File: config.mk
export PLATFORM = sky130hd
export DESIGN_NAME = ibundle_queue_flat
export DESIGN_NICKNAME = d
export VERILOG_FILES = /design/src/rtl/ibundle_queue_if.sv /design/src/rtl/ibundle_queue.sv /design/src/flat_wrapper.sv
export SDC_FILE = /design/constraint.sdc
export NUM_CORES = 1
export LEC_CHECK = 0
export ABC_AREA = 1
export CAP_MARGIN = 20
export CORE_MARGIN = 1.5
export CORE_UTILIZATION = 52
export CTS_BUF_LIST = sky130_fd_sc_hd__clkbuf_8
export DETAILED_ROUTE_END_ITERATION = 12
export PLACE_DENSITY = 0.85
export SLEW_MARGIN = 40
export SYNTH_ARGS = -nofsm -noshare
export SYNTH_HDL_FRONTEND = slang
export SYNTH_SLANG_ARGS = --single-unit
File: constraint.sdc
create_clock -name clk -period 8.39 [get_ports clk]
set_input_delay 2.0975 -clock clk [delete_from_list [all_inputs] [get_ports clk]]
set_output_delay 2.0975 -clock clk [all_outputs]
set_load 0.01 [all_outputs]
File: src/rtl/ibundle_queue_if.sv
// ibundle_queue_if: fetch -> queue -> decode handshake bundle.
//   slave  : the queue side (consumes in_*, out_ready; drives fetch_stall, out_*)
//   master : the environment side (fetch + decode)
// Parameters: PC_W bundle address width.
interface ibundle_queue_if #(parameter int PC_W = 14);
  logic            in_valid;
  logic [127:0]    in_inst;
  logic [PC_W-1:0] in_pc;
  logic            fetch_stall;
  logic            out_valid;
  logic [31:0]     out_slot0, out_slot1, out_slot2, out_slot3;
  logic [PC_W-1:0] out_pc;
  logic            out_ready;

  modport slave (
    input  in_valid, in_inst, in_pc, out_ready,
    output fetch_stall, out_valid, out_slot0, out_slot1, out_slot2, out_slot3, out_pc
  );
  modport master (
    output in_valid, in_inst, in_pc, out_ready,
    input  fetch_stall, out_valid, out_slot0, out_slot1, out_slot2, out_slot3, out_pc
  );
endinterface

File: src/rtl/ibundle_queue.sv
// ibundle_queue: decoupling FIFO between instruction fetch and decode.
// Holds 128-bit VLIW bundles with their PC; head is presented to decode as
// four 32-bit slots (slot0 = bits [127:96] issues first).
// Ports:
//   clk, rst      clock, synchronous active-high reset
//   flush         drop every entry (including a same-cycle push)
//   bus (slave)   in_valid/in_inst/in_pc from fetch, fetch_stall back to fetch,
//                 out_valid/out_slot0..3/out_pc/out_ready toward decode
//   count         occupancy, overflow sticky dropped-push flag
// Optional feature macro IBQ_PERF_CNT_EN: adds perf_stall_cycles, a saturating
// count of cycles with fetch_stall high (cleared by rst only).
module ibundle_queue #(
  parameter int DEPTH    = 4,
  parameter int AFULL_TH = 1,
  parameter int PC_W     = 14
) (
  input  logic                   clk,
  input  logic                   rst,
  input  logic                   flush,
  ibundle_queue_if.slave         bus,
  output logic [$clog2(DEPTH):0] count,
  output logic                   overflow
`ifdef IBQ_PERF_CNT_EN
  ,
  output logic [31:0]            perf_stall_cycles
`endif
);
  localparam int AW = $clog2(DEPTH);
  localparam int CW = AW + 1;

  typedef struct packed {
    logic [127:0]    inst;
    logic [PC_W-1:0] pc;
  } entry_t;

  entry_t          mem [DEPTH];
  entry_t          head;
  logic [AW-1:0]   wr_ptr, rd_ptr;
  logic            push, pop;
  logic [CW:0]     free;

  // Head is read straight out of the array: no bypass, so a push becomes
  // visible the cycle after it is written.
  assign head          = mem[rd_ptr];
  assign bus.out_pc    = head.pc;
  assign bus.out_slot0 = head.inst[127:96];
  assign bus.out_slot1 = head.inst[95:64];
  assign bus.out_slot2 = head.inst[63:32];
  assign bus.out_slot3 = head.inst[31:0];
  assign bus.out_valid = (count != '0);

  assign pop  = bus.out_valid & bus.out_ready;
  // A full queue still accepts when the head leaves in the same cycle.
  assign push = bus.in_valid & ((count < CW'(DEPTH)) | pop);

  // Stall threshold leaves room for the bundle already in the fetch BRAM.
  assign free            = (CW+1)'(DEPTH) - {1'b0, count};
  assign bus.fetch_stall = (free <= (CW+1)'(AFULL_TH));

  always_ff @(posedge clk) begin
    if (push & ~flush) mem[wr_ptr] <= '{inst: bus.in_inst, pc: bus.in_pc};
  end

  always_ff @(posedge clk) begin
    if (rst) begin
      count    <= '0;
      wr_ptr   <= '0;
      rd_ptr   <= '0;
      overflow <= 1'b0;
    end else if (flush) begin
      count  <= '0;
      wr_ptr <= '0;
      rd_ptr <= '0;
    end else begin
      count  <= count + CW'(push) - CW'(pop);
      wr_ptr <= wr_ptr + AW'(push);
      rd_ptr <= rd_ptr + AW'(pop);
      if (bus.in_valid & ~push) overflow <= 1'b1;
    end
  end

`ifdef IBQ_PERF_CNT_EN
  always_ff @(posedge clk) begin
    if (rst)
      perf_stall_cycles <= '0;
    else if (bus.fetch_stall && perf_stall_cycles != 32'hFFFF_FFFF)
      perf_stall_cycles <= perf_stall_cycles + 32'd1;
  end
`endif
endmodule

File: src/flat_wrapper.sv
// flat-port wrapper written by rule: the top's interface ports become plain ports
module ibundle_queue_flat 
#(
  parameter int DEPTH    = 4,
  parameter int AFULL_TH = 1,
  parameter int PC_W     = 14
)
  (clk, rst, flush, count, overflow, bus_in_valid, bus_in_inst, bus_in_pc, bus_out_ready, bus_fetch_stall, bus_out_valid, bus_out_slot0, bus_out_slot1, bus_out_slot2, bus_out_slot3, bus_out_pc);
  ibundle_queue_if #(.PC_W(PC_W)) bus_i ();
  input  logic clk;
  input  logic rst;
  input  logic flush;
  output logic [$clog2(DEPTH):0] count;
  output logic overflow;
  input wire logic [$bits(bus_i.in_valid)-1:0] bus_in_valid;
  input wire logic [$bits(bus_i.in_inst)-1:0] bus_in_inst;
  input wire logic [$bits(bus_i.in_pc)-1:0] bus_in_pc;
  input wire logic [$bits(bus_i.out_ready)-1:0] bus_out_ready;
  output wire logic [$bits(bus_i.fetch_stall)-1:0] bus_fetch_stall;
  output wire logic [$bits(bus_i.out_valid)-1:0] bus_out_valid;
  output wire logic [$bits(bus_i.out_slot0)-1:0] bus_out_slot0;
  output wire logic [$bits(bus_i.out_slot1)-1:0] bus_out_slot1;
  output wire logic [$bits(bus_i.out_slot2)-1:0] bus_out_slot2;
  output wire logic [$bits(bus_i.out_slot3)-1:0] bus_out_slot3;
  output wire logic [$bits(bus_i.out_pc)-1:0] bus_out_pc;
  assign bus_i.in_valid = bus_in_valid;
  assign bus_i.in_inst = bus_in_inst;
  assign bus_i.in_pc = bus_in_pc;
  assign bus_i.out_ready = bus_out_ready;
  assign bus_fetch_stall = bus_i.fetch_stall;
  assign bus_out_valid = bus_i.out_valid;
  assign bus_out_slot0 = bus_i.out_slot0;
  assign bus_out_slot1 = bus_i.out_slot1;
  assign bus_out_slot2 = bus_i.out_slot2;
  assign bus_out_slot3 = bus_i.out_slot3;
  assign bus_out_pc = bus_i.out_pc;
  ibundle_queue #(.DEPTH(DEPTH), .AFULL_TH(AFULL_TH), .PC_W(PC_W)) u_core (.clk(clk), .rst(rst), .flush(flush), .bus(bus_i), .count(count), .overflow(overflow));
endmodule
==> metrics.yaml, run 1 <==
routing:
  dr.pass1.iters: 5
  drc: 0
  drtIter0Drc: 1415
  viasPerCell: 5.22
  routed_wl_um: 51600
  vias: 14800
  ant_nets: 0
  wl_per_cell_um: 18.2
yosys:
  synth_top_family_by_area: "simple AND/OR/NAND/NOR gates"
  synthXorXnorAreaFrac_pct: 0.153
  synth.mux.area_fraction_pct: 0
  synth_compound_area_share_pct: 4.74
  ys_top_cells_by_area: "edfxtp_1 75%, nand2_1 14%, o211ai_1 4.7%"
  netlist_instances: 1863
  synth.top_cell.area_share_pct: 74.5
  synth_cell_types: 20
  yosys.area.top_type: "edfxtp_1"
  ys_ff_latch: 576
  syn_area_mm2: 0.0229
  ys_seq_area_share_pct: 75.2
  synth.avg_cell_area_um2: 12.3
  synth-simple-area-share_pct: 14.5
  yosys_warnings: 0
  syn_nets: 2015
  synthAdderAreaFrac_pct: 0.306
die:
  dieArea_mm2: 0.0453
  io_pins: 295
  die_w_um: 213
  start_util_pct: 52.9
  die_height_um: 213
  core_mm2: 0.0433
  rows: 76
global_route:
  grt_util_met3_pct: 5.28
  grt_util_met2_pct: 37.2
  use_met1_pct: 28.3
  grt-busiest-layer: "met2"
  grt_max_degree: 143
  track_usage_pct: 22.6
  grt_overflow: 0
  grt_pass1_wl_um: 78000
  grt_pass1_vias: 14700
  antenna_found_initial: 8
sta:
  maxSlewHeadroom_pct: 41.0
  rsz0062_at_grt: "no"
  maxSlewViolCount: 0
  finalWorstSetupSlack_ps: 2610
  fmax_ghz: 0.173
  fin_crit_sh_pct: 68.9
  finalHoldViolations: 0
  finalSetupViolCount: 0
  period_needed_ps: 5780
  tightest_slew_ps: 885
  whs_ps: 485
  fin_skew_ps: 23.0
clock_network:
  cts_resized: 0
  clock_path_buffers: 3
  cts_buffers: 90
  clk_pin_slew_ps: 60
  hold_buffers: 0
  post_cts_buffers: 0
  clock_sinks: 576
  cts_tree: "built"
  cts-htree-levels: 3
  clk_latency_ps: 630
  root_buffer: "clkbuf_8"
setup_path:
  crit_path_max_fanout: 90
  path_delay_family: "buffers and inverters"
  cpPeakStageDelay_ps: 700
  path_class: "flip-flop to output pin"
  crit_top_cell: "nand2_1"
  end_kind: "output pin"
  path_buf_inv: 3
  path_cells: "inv_6 -> buf_4 -> nand2_1 -> nand2_1 -> nand2_1 -> nand2_1 -> clkdlybuf4s50_1"
  worst_ep_arrival_time_ps: 3680
  required_ps: 6290
  cp-start-kind: "flip-flop"
  cpMaxStageDelayCell: "buf_4"
pwr:
  p_clk_share_pct: 36.7
  switching_power_mw: 1.35
  fin_total_pwr_mw: 5.96
  power.density_mw_per_mm2: 213
  p_leak_nw: 10.4
  power_frac_seq_pct: 54.5
  combPwrFrac_pct: 8.8
  p_int_mw: 4.62
  switching_share_pct: 22.6
  peakVddDrop_mv: 0.122
cells_and_area:
  drive_gt1_share_pct: 5.89
  finalNonFillerCells: 2830
  final_util_pct: 64.7
  area_growth_pct: 22.3
  nets: 2322
place:
  place.gp.congestion: 0.744
  dp_hpwl_um: 29200
  dp_cells: 2661
  io_buffers: 294
  post-place-ws_ps: 3360
run:
  maxCapViolations: 0
run_status:
  status: "finished clean"
min_path:
  min_path_type: "flip-flop to flip-flop"
## worst min-delay path: cells and delay by family, from the launching register on
kind | cells | cell delay, ps
buffers and inverters | 1 | 50
flip-flops | 1 | 310
AO/OA/AOI/OAI | 1 | 70
## power groups by stage
stage / Combinational, mW / Sequential, mW / Clock (mW)
after global placement: 0.506 / 3.31 / 0
after CTS: 0.530 / 3.25 / 2.24
after global routing: 0.572 / 3.25 / 2.36
after floorplan: 0.236 / 3.31 / 0
after detailed placement: 0.526 / 3.31 / 0
final: 0.527 / 3.25 / 2.19
## through the flow
| stage | area [µm²] | TNS (ps) |
|---|---|---|
| after global placement | 26200 | 0 |
| after global routing | 28000 | 0 |
| after detailed placement | 26300 | 0 |
| final | 28000 | 0 |
| after floorplan | 22900 | -295090 |
| after CTS | 27900 | 0 |
## metal layers
metal	vias up	share of wire, %
met5	-	0.10
met4	8	3.3
met3	135	7.9
met2	649	50
met1	7067	39
li1	6909	-
## final cells by class
cell class              count  area, µm²
clock inverters            70        400
multi-input cells        1036       4530
fillers                  3082      15300
repair buffers            309       3220
inverters                 157        599
diodes                      5       12.5
clock buffers              92       1270
well taps                 585        732
flip-flops and latches    576      17200
## path summary, 6_finish.rpt
check | from | end | slack [ps] | depth (start not counted)
worst max-delay path | u_core.rd_ptr[0]$_SDFF_PP0_ | bus_out_pc[11] | 2610 | 7
worst min-delay path | u_core.overflow$_SDFFE_PP0P_ | u_core.overflow$_SDFFE_PP0P_ | 480 | 2
worst max register to register | u_core.count[2]$_SDFF_PP0_ | u_core.mem[1][65]$_DFFE_PP_ | 6010 | 5
worst min register to register | u_core.overflow$_SDFFE_PP0P_ | u_core.overflow$_SDFFE_PP0P_ | 480 | 2
## flip-flops by register name (all words and copies together), names as in the netlist
register / flops
u_core.overflow: 1
u_core.mem: 568
u_core.wr_ptr: 2
u_core.count: 3
u_core.rd_ptr: 2
## cell families (layout without fill, tap and decap cells)
family,count (synthesis),in the layout
buffers and inverters,251,628
XOR/XNOR,4,4
flip-flops,576,576
AO/OA/AOI/OAI,146,146
AND/OR/NAND/NOR,881,881
other,0,5
adder cells (fa/ha/maj),5,5
## cells in the mapped netlist (all sizes together)
cell,n
nand2,861
edfxtp,568
inv,157
o211ai,142
buf,88
nor2,17
dfxtp,8
clkbuf,6
ha,4
o21ai,3
nand3,2
xnor2,2
xor2,2
a21oi,1
fa,1
nand4,1
## cells in the final DEF (no fill, tap or decap), drive strengths merged
cell / n
clkdlybuf4s50: 294
nand4: 1
o21ai: 3
ha: 4
dfxtp: 8
nor2: 17
diode: 5
buf: 15
nand3: 2
o211ai: 142
clkinvlp: 2
fa: 1
clkinv: 34
inv: 187
xor2: 2
clkbuf: 92
xnor2: 2
a21oi: 1
bufinv: 4
edfxtp: 568
nand2: 861
Power figures use the tool's default switching activity.
==> inputs of run 2 (changes only) <==
- clock period: 8.39 -> 4.7 ns (I/O delays scaled with it)
==> run 2 against run 1 <==
  * Clock power grew 71%
  * Routed wire length shrank 3.0%
  * Cell area is essentially flat
  * Global-route usage shrank 0.47 points
  * Power grew 76%
  * Flip-flop and latch count is the same
  * Critical path type unchanged
  * Largest cell class unchanged
==> metrics.yaml, run 2 (same netlist as run 1, synthesis figures left out) <==
die:
  core_mm2: 0.0433
  dieArea_mm2: 0.0453
  io_pins: 295
  die_height_um: 213
  rows: 76
  die_w_um: 213
  start_util_pct: 52.9
global_route:
  track_usage_pct: 22.1
  grt_overflow: 0
  grt_pass1_wl_um: 76400
  antenna_found_initial: 0
  grt_pass1_vias: 14700
  grt_max_degree: 182
routing:
  drc: 0
  ant_nets: 0
  viasPerCell: 5.16
  drtIter0Drc: 1093
  routed_wl_um: 50000
  wl_per_cell_um: 17.7
  vias: 14600
  dr.pass1.iters: 7
cells_and_area:
  regMostFlops: "u_core.mem"
  reg_top3: "u_core.mem x568, u_core.count x3"
  drive_gt1_share_pct: 6.14
  final_common_cell: "nand2_1"
  antennaDiodeCount: 0
  nets: 2330
  final_util_pct: 64.7
  finalNonFillerCells: 2832
  largest_reg_flops: 568
  area_growth_pct: 22.3
  layout_common_cells: "861 x nand2_1, 568 x edfxtp_1, 294 x clkdlybuf4s50_1"
clock_network:
  clk_latency_ps: 660
  clock_sinks: 576
  clk_pin_slew_ps: 60
  root_buffer: "clkbuf_8"
  cts_tree: "built"
  cts-htree-levels: 3
  post_cts_buffers: 0
  cts_buffers: 87
  clock_path_buffers: 3
  hold_buffers: 0
  cts_resized: 0
sta:
  fin_crit_sh_pct: 94.5
  maxSlewHeadroom_pct: 44.9
  period_needed_ps: 4440
  rsz0062_at_grt: "no"
  fin_skew_ps: 21.7
  fmax_ghz: 0.225
  finalHoldViolations: 0
  finalSetupViolCount: 0
  tightest_slew_ps: 827
  maxSlewViolCount: 0
setup_path:
  cp-start-kind: "flip-flop"
  r2r_start: "u_core.rd_ptr[0]$_SDFF_PP0_"
  cpMaxStageDelayCell: "buf_4"
  path_delay_family: "buffers and inverters"
  worst_ep_arrival_time_ps: 3270
  cpPeakStageDelay_ps: 590
  path_buf_inv: 3
  path_cells: "buf_12 -> buf_4 -> nand2_1 -> nand2_1 -> nand2_1 -> nand2_1 -> clkdlybuf4s50_1"
  end_kind: "output pin"
  path_class: "flip-flop to output pin"
  reg2regPathDepth: 6
  worst-r2r-setup-slack_ps: 2610
  reg2reg_to: "u_core.rd_ptr[1]$_SDFF_PP0_"
  crit_path_max_fanout: 181
  required_ps: 3520
  crit_top_cell: "nand2_1"
min_path:
  min_path_type: "flip-flop to flip-flop"
  hold_depth: 2
  hold_start: "u_core.overflow$_SDFFE_PP0P_"
  min_to: "u_core.overflow$_SDFFE_PP0P_"
pwr:
  p_leak_nw: 10.5
  peakVddDrop_mv: 0.248
  power.density_mw_per_mm2: 375
place:
  dp_cells: 2674
  place.gp.congestion: 0.759
  dp_hpwl_um: 28400
  io_buffers: 294
run_status:
  status: "finished clean"
run:
  maxCapViolations: 0
[run 2: changes by cell type in the layout (fill, tap and decap cells not counted), sizes merged, moves of 5 or more]
cell / before / now
buf: 15 / 26
clkbuf: 92 / 87
diode: 5 / 0
clkinv: 34 / 20
inv: 187 / 202
[run 2: area by class of cell]
class	instances	area, µm²
repair buffers	320	3340
clock buffers	87	1200
inverters	157	594
fillers	2997	15300
flip-flops and latches	576	17200
clock inverters	71	385
well taps	585	732
multi-input cells	1036	4530
[run 2: worst max path at each step]
stage	from	endpoint	depth (start not counted)
6_report	u_core.rd_ptr[0]$_SDFF_PP0_	bus_out_slot1[14]	7
4_1_cts	u_core.rd_ptr[0]$_SDFF_PP0_	bus_out_slot1[14]	7
3_3_place_gp	u_core.rd_ptr[0]$_SDFF_PP0_	bus_out_slot0[5]	7
2_1_floorplan	bus_in_valid	u_core.mem[3][0]$_DFFE_PP_	4
3_5_place_dp	u_core.rd_ptr[0]$_SDFF_PP0_	bus_out_slot0[6]	7
5_1_grt	u_core.rd_ptr[0]$_SDFF_PP0_	bus_out_slot1[14]	7
[run 2: tightest hold or removal path: stages (launching register included)]
cell and delay (ps):
dfxtp_1 310, inv_1 40, o21ai_0 70
[run 2: per-layer routing]
metal  vias up  global-route usage (%)  wire length [µm]
li1       6924                       -                 -
met4         0                    9.78              1380
met2       557                    37.3             25100
met5         -                       0                 0
met1      7038                    27.5             20000
met3        87                    4.94              3570
[run 2: through the flow]
stage | setup WS [ps] | hold slack [ps] | instance area (µm²) | TNS, ps | total power, mW
2_1_floorplan | -980 | 484 | 22900 | -556630 | 6.32
3_3_place_gp | 1070 | 456 | 26400 | 0 | 6.81
3_5_place_dp | 1000 | 457 | 26400 | 0 | 6.85
4_1_cts | 257 | 471 | 28000 | 0 | 10.6
5_1_grt | 43.5 | 497 | 28000 | 0 | 10.9
6_report | 259 | 468 | 28000 | 0 | 10.5
[run 2: report_power, final]
group	total (mW)	switching (mW)	internal, mW
registers	5.79	0.0307	5.76
logic	0.953	0.507	0.447
clock network	3.75	1.85	1.90
